--- config.mk ---
export PLATFORM = sky130hd
export DESIGN_NAME = out_port_bank
export DESIGN_NICKNAME = d
export VERILOG_FILES = /design/src/rtl/out_port_bank.sv
export SDC_FILE = /design/constraint.sdc
export NUM_CORES = 1
export LEC_CHECK = 0
export BUFFER_PORTS_ARGS = -buffer_cell sky130_fd_sc_hd__clkbuf_2
export CORE_ASPECT_RATIO = 1.75
export CORE_UTILIZATION = 53
export DETAILED_ROUTE_END_ITERATION = 10
export GPL_TIMING_DRIVEN = 0
export HOLD_SLACK_MARGIN = 0.1
export PLACE_DENSITY = 0.74
export SLEW_MARGIN = 30
export SYNTH_ARGS = -nofsm -noshare
export SYNTH_HDL_FRONTEND = slang
export SYNTH_SLANG_ARGS = --single-unit
--- constraint.sdc ---
create_clock -name clk -period 2.3 [get_ports clk]
set_clock_uncertainty 0.2 [all_clocks]
set_input_delay 0.23 -clock clk [delete_from_list [all_inputs] [get_ports clk]]
set_output_delay 0.23 -clock clk [all_outputs]
set_load 0.03 [all_outputs]
--- src/rtl/out_port_bank.sv ---
// Four-port output receiver bank: each CPU port write lands in a per-port FIFO
// that drains over valid/ready. Sticky overflow flags exist only with OUT_PORT_OVF_EN.
module out_port_bank #(
    parameter int WIDTH = 8,
    parameter int DEPTH = 4
) (
    input  logic               clk,
    input  logic               reset,
    input  logic               enable0,
    input  logic               enable1,
    input  logic               enable2,
    input  logic               enable3,
    input  logic [WIDTH-1:0]   data_in,
    output logic [4*WIDTH-1:0] port_data,
    output logic [3:0]         port_valid,
    input  logic [3:0]         port_ready,
    output logic [3:0]         port_full,
    output logic [3:0]         ovf,
    input  logic               ovf_clr
);

    localparam int PW = $clog2(DEPTH);
    localparam int CW = PW + 1;

    logic [3:0] en;
    logic [3:0] drop;

    assign en = {enable3, enable2, enable1, enable0};

    for (genvar g = 0; g < 4; g++) begin : g_port
        logic [WIDTH-1:0] mem_q [DEPTH];
        logic [PW-1:0]    wr_q, wr_d;
        logic [PW-1:0]    rd_q, rd_d;
        logic [CW-1:0]    cnt_q, cnt_d;
        logic             push;
        logic             pop;

        assign port_valid[g] = (cnt_q != '0);
        assign port_full[g]  = (cnt_q == CW'(DEPTH));

        assign pop     = port_valid[g] & port_ready[g];
        assign push    = en[g] & (~port_full[g] | pop);
        assign drop[g] = en[g] & port_full[g] & ~pop;

        // Head is masked while empty so outputs read 0 after reset.
        assign port_data[g*WIDTH +: WIDTH] =
            port_valid[g] ? mem_q[rd_q] : '0;

        always_comb begin
            wr_d  = wr_q;
            rd_d  = rd_q;
            cnt_d = cnt_q;
            if (push) wr_d = wr_q + PW'(1);
            if (pop)  rd_d = rd_q + PW'(1);
            unique case ({push, pop})
                2'b10:   cnt_d = cnt_q + CW'(1);
                2'b01:   cnt_d = cnt_q - CW'(1);
                default: cnt_d = cnt_q;
            endcase
        end

        always_ff @(posedge clk) begin
            if (reset) begin
                wr_q  <= '0;
                rd_q  <= '0;
                cnt_q <= '0;
            end else begin
                wr_q  <= wr_d;
                rd_q  <= rd_d;
                cnt_q <= cnt_d;
            end
        end

        always_ff @(posedge clk) begin
            if (push && !reset) begin
                mem_q[wr_q] <= data_in;
            end
        end
    end

`ifdef OUT_PORT_OVF_EN
    logic [3:0] ovf_q, ovf_d;

    // A new drop beats a clear arriving in the same cycle.
    always_comb begin
        ovf_d = ovf_q;
        if (ovf_clr) ovf_d = '0;
        ovf_d = ovf_d | drop;
    end

    always_ff @(posedge clk) begin
        if (reset) begin
            ovf_q <= '0;
        end else begin
            ovf_q <= ovf_d;
        end
    end

    assign ovf = ovf_q;
`else
    logic unused_ovf;

    assign unused_ovf = ovf_clr ^ (^drop);
    assign ovf        = '0;
`endif

endmodule

==> results by stage <==
Clock tree:
- The post-CTS clock slew at the launch and capture registers of the worst setup and hold paths is 0.06 ns.
- TritonCTS built the clock tree.
- The number of clock sinks is 164.
- The number of H-tree levels is 4.
- In this run, CTS created clock tree buffers numbering 17.
- For the worst-skew pair, the clock arrives at the later sink with an insertion delay of 0.42 ns.
- The root buffer cell is sky130_fd_sc_hd__clkbuf_16.
- The clock passes through at most 2 buffers.

Pwr:
- The power share of the combinational group is 33.8%.
- For this design the total switching power over the nets is 3.35 mW.
- The proportion of power drawn by flip-flops and latches is 38.5%.
- Cell internal power was estimated by the tool at 6.28 mW.
- Net switching is 34.8% of the power.
- The maximum vdd ir drop is 711 µV.
- For this design the static power due to leakage is 2.93 nW.
- The share of power burned in the clock network is 27.6%.
- The power density relative to cell area is 1180 mW/mm².
- The design draws 9.63 mW.

Detailed routing:
- For this block, the routed nets add up to 12800 µm of wire.
- Before antenna repair, the detailed router went through 4 iterations.
- The ratio of routed vias to standard cells is 5.32.
- The number of vias in the routed layout is 3732.
- The number of nets with antenna violations after routing is 0.
- The count of routing violations after the opening detailed-route iteration is 224.
- The average wire length per cell after detail routing is 18.2 µm.
- The post-route DRC violation count is 0.

Timing:
- The number of slew-limit violations in the final report is 0.
- In the post-route analysis, the smallest setup slack over all paths is 0.0435 ns.
- For the pin with the worst max-slew slack, the measured transition is 0.679 ns.
- Setup repair after global routing could not meet its margin everywhere.
- In this run the tightest slew margin relative to its limit is 54.7%.
- The total count of hold-check failures in the final report is 0.
- The minimum period implied by the final worst setup slack is 2.26 ns.
- Based on the critical path, the design can be clocked at up to 0.443 GHz.
- The final hold slack is 0.120 ns.
- The final critical path takes up 98.1% of the cycle.
- Setup violations remaining at the end of the flow were counted as 0.

Global route:
- For this run, the total global-route usage over all layers was measured as 20.8%.
- The first global-routing pass estimated 19900 µm of wire.
- The number of global-route vias before repair was 3859.
- The maximum number of pins on one net before global-route repair is 17.
- The number of antenna violations at the first check in global routing came to 0.
- After global routing the overflow that remains totals 0.

Layout:
- The proportion of layout cells with a drive suffix above 1 is 30.6%.
- The library cell used most frequently in the layout, excluding fill and tap cells, is sky130_fd_sc_hd__edfxtp_1.
- The area growth from synthesis to final layout is 19.0%.
- After the last flow step, the layout net total stands at 561.
- The number of standard cells in the layout, taps in and fillers out is 701.
- The number of diodes is 0.
- The top cell types in the final layout, fill and taps aside, are sky130_fd_sc_hd__edfxtp_1 (128), sky130_fd_sc_hd__clkbuf_2 (51), sky130_fd_sc_hd__and2_1 (49).
- Once layout is complete, the utilization of the core stands at 65.0%.

Place:
- The weighted congestion at the end of routability-driven global placement is 0.739.
- The number of buffers inserted by port buffering is 53.
- The worst slack at placement is -0.158 ns.
- In this run, placement finished with an instance count of 653.
- Summed over all nets, the half-perimeter wirelength after detailed placement is 8430 µm.

Yosys:
- Counting flops and latches in the post-synthesis netlist gives 164.
- The sequential element share of the synthesized area is 66.5%.
- The count of flip-flops with a built-in enable after synthesis is 128.
- The gate count of the mapped netlist is 429.
- The dominant register cell in the synthesized netlist is sky130_fd_sc_hd__edfxtp_1.
- The cell area that synthesis handed to floorplanning was 0.00686 mm².
- The total of warnings raised by yosys is 0.
- The post-synthesis average cell area is 16.0 µm².
- Yosys mapped the design onto 38 distinct sky130hd cell types.
- Counting flops with an async set or reset pin after synthesis yields a share of 0%.

Hold path:
- The worst hold path belongs to the class input pin to register.

Job:
- Across the run, the number of max-cap violations was 0.

Floorplanning:
- After floorplanning, the core was divided into 54 placement rows.
- The floorplan step defined a die boundary enclosing 0.0134 mm².
- The chip width is 88.0 µm.
- The standard cell core area is 0.0126 mm².
- The floorplan die height is 153 µm.
- The initial core utilization is 54.6%.
- The number of ports placed on the die boundary is 63.

Setup path:
- The critical path is of the register to primary output type.
- In this run the worst path has a maximum fanout of 8.
- The worst setup path is captured at a primary output.
- The arrival time of the worst setup path is 1.83 ns.
- The kind of start point of the critical path is a register.
- For the worst setup path, the data required time is 1.87 ns.

Status:
- The flow ran to the end, and the final reports show no timing, DRC or antenna violations.
layout make-up:
| cell class | instances | area, µm² |
|---|---|---|
| clock buffer | 18 | 429 |
| clock inverter | 14 | 131 |
| fill | 913 | 4400 |
| sequential | 164 | 4580 |
| tap | 168 | 210 |
| multi-input combinational | 220 | 2130 |
| buffer | 22 | 146 |
| timing repair buffer | 73 | 450 |
| inverter | 22 | 82.6 |
registers in the layout, summed over array words and instances, names as in the netlist, named ones only:
register      count
g_port.mem_q    128
g_port.wr_q       8
g_port.rd_q       8
g_port.cnt_q     12
stage by stage:
stage	setup TNS, ns	instance area, µm²
final	0	8160
after global placement	-0.191	7350
after global routing	-0.0258	8160
after detailed placement	-0.359	7350
after CTS	0	8100
after floorplan	0	6870
cell families after synthesis:
kind of cell / Yosys count / share of synthesized area [%]
AO/OA/AOI/OAI: 23 / 3.48
adder cells (fa/ha/maj): 22 / 4.45
flip-flops: 164 / 66.5
AND/OR/NAND/NOR: 115 / 8.83
XOR/XNOR: 20 / 2.55
multiplexers: 36 / 11.1
buffers and inverters: 48 / 3.01
other: 1 / 0.0547
cell usage after synthesis (7+ instances only):
master / count / area, µm²
sky130_fd_sc_hd__inv_1: 20 / 75.1
sky130_fd_sc_hd__clkbuf_1: 12 / 45.0
sky130_fd_sc_hd__buf_2: 9 / 45.0
sky130_fd_sc_hd__edfxtp_1: 128 / 3840
sky130_fd_sc_hd__mux4_2: 32 / 721
sky130_fd_sc_hd__nor2_1: 40 / 150
sky130_fd_sc_hd__or3_1: 7 / 43.8
sky130_fd_sc_hd__and2_1: 50 / 313
sky130_fd_sc_hd__ha_1: 18 / 225
sky130_fd_sc_hd__dfxtp_1: 36 / 721
sky130_fd_sc_hd__xor2_1: 10 / 87.6
sky130_fd_sc_hd__xnor2_1: 10 / 87.6
path summary, 6_finish.rpt:
path,start,endpoint,slack [ns],cells after the start
max,register,port_data[22],0.04,4
min,data_in[2],g_port[3].mem_q[0][2],0.12,1
max reg2reg,g_port[0].cnt_q[0],g_port[0].cnt_q[2],0.06,7
min reg2reg,g_port[3].cnt_q[2],g_port[3].cnt_q[2],0.30,2
layer usage:
layer	GRT usage (%)	wire [µm]	up-vias
li1	-	-	1740
met1	23.2	4910	1869
met2	35.8	7010	98
met3	5.74	514	25
met4	9.91	322	0
met5	0	0	-
power groups by stage:
stage	sequential (mW)	clock (mW)	combinational [mW]
after global placement	3.69	0	3.06
after CTS	3.69	2.70	3.21
after global routing	3.74	2.81	3.52
after detailed placement	3.72	0	3.15
final	3.71	2.66	3.26
after floorplan	3.66	0	2.38
critical path, stage by stage, from the launching register on:
cell and delay [ns]:
sky130_fd_sc_hd__dfxtp_1 0.33, sky130_fd_sc_hd__buf_6 0.17, sky130_fd_sc_hd__mux4_2 0.53, sky130_fd_sc_hd__and2_1 0.18, sky130_fd_sc_hd__clkbuf_2 0.19
timing repair:
| item | 4_1_cts | 5_1_grt |
|---|---|---|
| buffers inserted | 4 | 2 |
| resized for setup | 15 | 21 |
| hold endpoints to repair | 110 | 0 |
| setup endpoints to repair | 35 | 30 |
| hold buffers | 14 | 0 |
| pin swaps | 5 | 6 |
No activity file was read; power rests on OpenSTA's default activity.
